**config.mk**
```make
export PLATFORM = sky130hd
export DESIGN_NAME = comp_edge_capture
export DESIGN_NICKNAME = d
export VERILOG_FILES = /design/src/rtl/comp_edge_capture.sv
export SDC_FILE = /design/constraint.sdc
export NUM_CORES = 1
export LEC_CHECK = 0
export CAP_MARGIN = 20
export CELL_PAD_IN_SITES_DETAIL_PLACEMENT = 0
export CELL_PAD_IN_SITES_GLOBAL_PLACEMENT = 1
export CORE_MARGIN = 4
export CORE_UTILIZATION = 38
export CTS_CLUSTER_SIZE = 40
export DETAILED_ROUTE_END_ITERATION = 8
export PLACE_DENSITY_LB_ADDON = 0.1
export SYNTH_ARGS = -nofsm -noshare
export SYNTH_HDL_FRONTEND = slang
export SYNTH_SLANG_ARGS = --single-unit
```
**constraint.sdc**
```tcl
create_clock -name clk -period 1.65 [get_ports clk]
set_input_delay 0.2475 -clock clk [delete_from_list [all_inputs] [get_ports clk]]
set_output_delay 0.2475 -clock clk [all_outputs]
set_load 0.03 [all_outputs]
```
**src/rtl/comp_edge_capture.sv**
```systemverilog
// Comparator edge capture for single-slope column ADCs: per-channel sync/glitch
// filter, first-edge detection per frame, and ramp-code latching with overflow.
module comp_edge_capture #(
    parameter int unsigned NUM_PIXELS  = 4,
    parameter int unsigned CODE_WIDTH  = 8,
    parameter int unsigned SYNC_STAGES = 2,
    parameter int unsigned FILTER_LEN  = 2
) (
    input  logic                             clk,
    input  logic                             reset,
    input  logic                             start,
    input  logic                             edge_sel,
    input  logic                             frame_end,
    input  logic [CODE_WIDTH-1:0]            ramp_code,
    input  logic [NUM_PIXELS-1:0]            comp,
    output logic [NUM_PIXELS-1:0]            enable,
    output logic [NUM_PIXELS*CODE_WIDTH-1:0] codes,
    output logic [NUM_PIXELS-1:0]            valid,
    output logic [NUM_PIXELS-1:0]            overflow,
    output logic                             busy,
    output logic                             all_done
);

    localparam logic [1:0] ST_IDLE  = 2'd0;
    localparam logic [1:0] ST_ARMED = 2'd1;
    localparam logic [1:0] ST_DONE  = 2'd2;

    localparam logic [CODE_WIDTH-1:0] CODE_ONES = {CODE_WIDTH{1'b1}};

    logic [1:0]            state_q;
    logic [1:0]            state_d;
    logic                  edge_mode_q;
    logic [NUM_PIXELS-1:0] captured_q;
    logic [NUM_PIXELS-1:0] filt;
    logic [NUM_PIXELS-1:0] prev_filt;
    logic [NUM_PIXELS-1:0] qual_edge_c;
    logic [NUM_PIXELS-1:0] cap_c;
    logic                  start_accept_c;

    // Free-running front end: synchroniser, agreement window, hysteretic level.
    for (genvar g = 0; g < NUM_PIXELS; g++) begin : g_chan
        logic [SYNC_STAGES-1:0] sync_q;
        logic [FILTER_LEN-1:0]  win_q;
        logic                   filt_q;
        logic                   prev_q;

        always_ff @(posedge clk) begin
            if (reset) begin
                sync_q <= '0;
                win_q  <= '0;
                filt_q <= 1'b0;
                prev_q <= 1'b0;
            end else begin
                sync_q[0] <= comp[g];
                for (int unsigned j = 1; j < SYNC_STAGES; j++) begin
                    sync_q[j] <= sync_q[j-1];
                end
                win_q[0] <= sync_q[SYNC_STAGES-1];
                for (int unsigned j = 1; j < FILTER_LEN; j++) begin
                    win_q[j] <= win_q[j-1];
                end
                if (&win_q) begin
                    filt_q <= 1'b1;
                end else if (~|win_q) begin
                    filt_q <= 1'b0;
                end
                prev_q <= filt_q;
            end
        end

        assign filt[g]      = filt_q;
        assign prev_filt[g] = prev_q;
    end

    // Edge qualification and capture gating.
    always_comb begin
        qual_edge_c    = '0;
        cap_c          = '0;
        start_accept_c = 1'b0;
        if (edge_mode_q) begin
            qual_edge_c = prev_filt & ~filt;
        end else begin
            qual_edge_c = ~prev_filt & filt;
        end
        if (state_q == ST_ARMED) begin
            cap_c = qual_edge_c & ~captured_q;
        end else begin
            start_accept_c = start;
        end
    end

    // Frame state register.
    always_ff @(posedge clk) begin
        if (reset) begin
            state_q <= ST_IDLE;
        end else begin
            state_q <= state_d;
        end
    end

    // Frame next-state logic.
    always_comb begin
        state_d = state_q;
        case (state_q)
            ST_IDLE, ST_DONE: begin
                if (start) begin
                    state_d = ST_ARMED;
                end
            end
            ST_ARMED: begin
                if (frame_end || (&(captured_q | cap_c))) begin
                    state_d = ST_DONE;
                end
            end
            default: state_d = ST_IDLE;
        endcase
    end

    // Capture datapath and status outputs.
    always_ff @(posedge clk) begin
        if (reset) begin
            edge_mode_q <= 1'b0;
            captured_q  <= '0;
            enable      <= '0;
            codes       <= '0;
            valid       <= '0;
            overflow    <= '0;
            busy        <= 1'b0;
            all_done    <= 1'b0;
        end else begin
            enable   <= cap_c;
            busy     <= (state_d == ST_ARMED);
            all_done <= (state_d == ST_DONE);
            if (start_accept_c) begin
                edge_mode_q <= edge_sel;
                captured_q  <= '0;
                codes       <= '0;
                valid       <= '0;
                overflow    <= '0;
            end else if (state_q == ST_ARMED) begin
                for (int unsigned i = 0; i < NUM_PIXELS; i++) begin
                    if (cap_c[i]) begin
                        codes[i*CODE_WIDTH +: CODE_WIDTH] <= ramp_code;
                        valid[i]      <= 1'b1;
                        captured_q[i] <= 1'b1;
                    end else if (frame_end && !captured_q[i]) begin
                        // Channel never tripped: report full-scale code.
                        codes[i*CODE_WIDTH +: CODE_WIDTH] <= CODE_ONES;
                        overflow[i]   <= 1'b1;
                        valid[i]      <= 1'b1;
                        captured_q[i] <= 1'b1;
                    end
                end
            end
        end
    end

endmodule

```
==> reports/metrics.yaml <==
sta:
  setup_violations: 0
  fin_crit_ps: 1610
  slew-limit-headroom_pct: 77.8
  min_period_over_period_pct: 97.4
  hold_viol_final: 0
  max_freq_mhz: 622
  slew_viol_final: 0
  clock-skew-final_ps: 5.36
  tightest_slew_ps: 332
power_and_ir_drop:
  peakVddDrop_mv: 0.602
  combPwrFrac_pct: 11.6
  seqPwrFrac_pct: 48.5
  p_int_uw: 2860
  power_density_mw_per_mm2: 987
  finalPower_uw: 3820
  p_leak_uw: 0.00188
  switching_power_uw: 958
  swShare_pct: 25.1
  p_clk_share_pct: 39.9
cells_and_area:
  fin_util_pct: 53.7
  area_growth_pct: 38.5
  finalNetCount: 373
  antenna_cells: 0
  layout-drive-gt1-share_pct: 21.3
worst_setup_path:
  worst_r2r_path_depth: 6
  worstPathMaxFanout: 2
  crit_family: "buffers and inverters"
  worst-setup-path-type: "flip-flop to primary output"
  regToRegEndpoint: "busy$_SDFF_PP0_"
  endpoint_kind: "primary output"
  slowest_stage: "clkdlybuf4s50_1"
  worstPathArrival_ps: 1360
  critPathBufInv: 1
  start_kind: "flip-flop"
  required_ps: 1400
  max_stage_delay_ps: 670
  cp_cell_sequence: "clkdlybuf4s50_1"
  ff2ff_setup_slack_ps: 130
  r2r_start: "edge_mode_q$_SDFFE_PP0P_"
clocking:
  post_cts.repair.setup_buffers: 0
  postCtsHoldBufs: 0
  cts_buffers: 9
  clk_latency_ps: 340
  ctsLongestPathBuffers: 2
  htreeDepth: 3
  clock-sinks: 73
  cts_tree: "done"
  path_clk_slew_ps: 80
  cts-root-buf: "clkbuf_8"
floorplan:
  io_pins: 63
  die_h_um: 93.8
  dieArea_mm2: 0.00879
  num_rows: 31
  die_w_um: 93.8
  start_util_pct: 38.7
  coreArea_mm2: 0.00721
placement:
  io_buffer_count: 62
  gp_congestion: 0.724
  dp_hpwl_um: 4240
route:
  wl_um: 6140
  drc_errors: 0
  via_per_inst: 4.64
  dr.pass1.iters: 4
  drtIter0Drc: 112
  ant_nets: 0
  vias: 2117
  routedWlPerCell_um: 13.5
hold_path:
  hold_depth: 1
  min-delay-start: "g_chan[1].sync_q[1]$_SDFF_PP0_"
  hold_end: "g_chan[1].win_q[0]$_SDFF_PP0_"
  hold_path_class: "flip-flop to flip-flop"
run:
  max-cap-violations: 0
status:
  status: "completed"
synthesis:
  synth.distinct_cells: 26
  yosys_register_bits: 73
  ys_seq_area_share_pct: 52.3
  synthesis.nets: 300
  syn_area_mm2: 0.00280
  syn_inst: 279
  ys_warn_count: 0
  synth.avg_cell_area_um2: 10.0
global_routing:
  gr-total-overflow: 0
  antenna_found_initial: 0
  grt_pass1_vias: 1943
  track_usage_pct: 14.8
  grt_pass1_wl_um: 9790
  grt_max_degree: 29
[registers in the layout (all words and copies together), names as in the netlist]
name           count
state_q            2
captured_q         2
g_chan.filt_q      4
g_chan.prev_q      4
enable             4
g_chan.sync_q      8
overflow           4
all_done           1
edge_mode_q        1
busy               1
valid              2
g_chan.win_q       8
codes             32
[how the worst max path moves through the flow]
stage	start	endpoint	slack, ps	depth (start not counted)
final	codes[1]$_SDFFE_PP0P_	codes[1]	40	1
after global routing	codes[22]$_SDFFE_PP0P_	codes[22]	-4	1
after CTS	codes[9]$_SDFFE_PP0P_	codes[9]	0.2	1
after detailed placement	frame_end	codes[20]$_SDFFE_PP0P_	-50	6
after global placement	frame_end	codes[7]$_SDFFE_PP0P_	-20	6
after floorplan	edge_mode_q$_SDFFE_PP0P_	codes[23]$_SDFFE_PP0P_	140	8
[cell usage in the layout (no fill, tap or decap), drive strengths merged, types with 2 or more instances in the layout]
cell type      instances
a21oi                 13
clkdlybuf4s50         32
inv                    2
a21o                   2
dlymetal6s2s          23
nor2                  87
nor2b                 20
a211oi                32
dlygate4sd2            7
mux2i                  4
nand2                  4
and3b                  4
ha                     4
o41ai                  2
clkinv                 4
dfxtp                 73
clkbuf                 9
buf                   18
nand2b                 2
bufinv                 2
o21ba                  3
or3                    4
[repair_timing]
item	CTS	global route
pin swaps	0	0
endpoints found under the setup margin	8	27
gates resized for setup	8	25
[cell usage after synthesis, drive strengths merged]
| master | number | share of area, % |
|---|---|---|
| o21a | 1 | 0.27 |
| nor2 | 87 | 12 |
| nand3 | 1 | 0.18 |
| and3b | 4 | 1.3 |
| nor4 | 1 | 0.45 |
| nand2 | 4 | 0.54 |
| clkbuf | 5 | 0.67 |
| ha | 4 | 1.8 |
| or3 | 4 | 0.90 |
| a21o | 2 | 0.54 |
| nand3b | 1 | 0.27 |
| a21oi | 13 | 2.6 |
| mux2i | 4 | 1.4 |
| nand2b | 2 | 0.45 |
| dfxtp | 73 | 52 |
| a211oi | 32 | 14 |
| inv | 2 | 0.27 |
| nor2b | 20 | 4.5 |
| o21ba | 3 | 1.1 |
| o41ai | 2 | 0.63 |
| buf | 13 | 3.7 |
| a31oi | 1 | 0.22 |
[kinds of logic (layout without fill, tap and decap cells)]
family	after synthesis	in the layout	share of synthesized area (%)
simple gates	124	124	20.2
flops	73	73	52.3
compound gates	54	54	19.7
buf+inv	20	98	4.66
fa+ha+maj	4	4	1.79
mux	4	4	1.43
[routing by layer]
layer	GRT usage [%]	wire length, um
met5	0	0
met3	4.65	327
met2	21.6	2730
met4	8.18	126
met1	19.2	2960
[per-stage QoR]
step | std cells | hold WS (ps) | TNS, ps | worst slack [ps] | cell area [um2]
detailed placement | 440 | 424 | -873 | -54.6 | 3590
floorplan | 279 | 353 | 0 | 142 | 2800
global route | 456 | 432 | -3.51 | -3.51 | 3870
global placement | 440 | 418 | -319 | -15.3 | 3590
finish | 456 | 439 | 0 | 43.5 | 3870
CTS | 456 | 427 | 0 | 0.218 | 3800
[power by group through the flow]
| stage | Sequential, uW | Combinational (uW) | Clock, uW |
|---|---|---|---|
| after global placement | 1890 | 449 | 0 |
| after global routing | 1860 | 477 | 1650 |
| after CTS | 1850 | 448 | 1580 |
| after floorplan | 1970 | 177 | 0 |
| final | 1850 | 442 | 1520 |
| after detailed placement | 1900 | 451 | 0 |
[layout make-up]
class / instances / area, um2
clock inverter: 7 / 95.1
sequential: 73 / 1460
inverter: 2 / 7.51
multi-input combinational: 186 / 1220
fill: 714 / 3340
timing repair buffer: 80 / 842
clock buffer: 9 / 124
tap: 99 / 124
Power figures use the tool's default switching activity.
==> edit, RTL diff (config.mk and constraints unchanged) <==
Set the parameter `CODE_WIDTH` to 12 (it was 8).
--- a/src/rtl/comp_edge_capture.sv
+++ b/src/rtl/comp_edge_capture.sv
@@ -4,3 +4,3 @@
     parameter int unsigned NUM_PIXELS  = 4,
-    parameter int unsigned CODE_WIDTH  = 8,
+    parameter int unsigned CODE_WIDTH  = 12,
     parameter int unsigned SYNC_STAGES = 2,
Interface: changed (resized codes and ramp_code); port bits go from 63 to 83. The function was not compared with the original's and may differ.
==> edit against the unedited design <==
Area after synthesis is 20% higher; combinational power is 20% higher; routed wire length is 26% higher; cell count is 19% higher; sequential cell count is 16 higher; core utilization is 0.89 points higher; sequential share of layout area is 1.3 points higher; cell area is 18% higher; setup slack better by 3.2 ps; sequential power is 22% higher; maximum frequency is 0.20% higher; power is 12% higher; critical endpoint is now enable[2]; highest routed layer unchanged.
==> edit: results (changes against the unedited design) <==
DR iter-0 viols: 89 (-21%)
Routing usage on met1: 0.233 (+0.0411)
Net switching power: 1.06 mW (+11%)
Status: complete, no violations
Mapped Nets: 378 (+26%)
GP Congestion: 0.787 (+8.7%)
Placement Cell Area: 4290 um^2 (+19%)
Largest net degree at the start of global routing: 35 (+21%)
Fillcell total: 783 (+9.7%)
Synth Instances: 353 (+27%)
WL met1: 3910 um (+32%)
Hold EP: g_chan[2].sync_q[1]
Worst-Margin Slew: 352 ps (+19.9 ps)
Peak supply drop: 0.598 mV (-0.70%)
Leakage power: 2.39 nW (+28%)
Met3 routed WL: 582 um (+78%)
First-pass GRT wire length: 12300 um (+26%)
Top Registers: codes (48), g_chan.sync_q (8), g_chan.win_q (8)
Register area share after synthesis: 0.532 (+0.00891)
GR Util met3: 0.0491 (+0.00267)
DP Wirelength: 5390 um (+27%)
Placed cell count: 527 (+20%)
Drt via density: 4.83 (+4.0%)
Met2 routed WL: 3110 um (+14%)
Flop+latch power: 2.26 mW (+22%)
Post-CTS Resized: 20 (+12)
NumNets Final: 459 (+23%)
Global Route Usage Sum: 0.154 (+0.00658)
Wirelength per Cell: 14.2 um (+5.7%)
Final wirelength: 7730 um (+26%)
==> edit: worst max-delay path by stage <==
stage	to	slack, ps	from	depth (start not counted)
after global routing	enable[2]	1	enable[2]	1
after CTS	codes[35]	-0.0006	codes[35]	1
after detailed placement	codes[46]	-160	frame_end	6
after floorplan	codes[18]	130	edge_mode_q	8
final	enable[2]	50	enable[2]	1
after global placement	codes[42]	-70	frame_end	6
==> edit: cell families (layout without fill, tap and decap cells) <==
group,Yosys count,after routing,share of synthesized area
and+or+nand+nor,156,156,0.208
DFF,89,89,0.532
AOI/OAI and AO/OA,70,70,0.171
buffers and inverters,30,115,0.0627
adders and majority gates,4,4,0.0149
muxes,4,4,0.0119
==> edit: cell type report <==
cell class | count | area [um^2] | area share
clock buffers | 13 | 159 | 0.0348
repair buffers | 98 | 1080 | 0.236
flip-flops and latches | 89 | 1790 | 0.391
clock inverters | 2 | 37.5 | 0.00821
well taps | 105 | 131 | 0.0287
multi-input cells | 234 | 1370 | 0.300
inverters | 2 | 7.51 | 0.00164
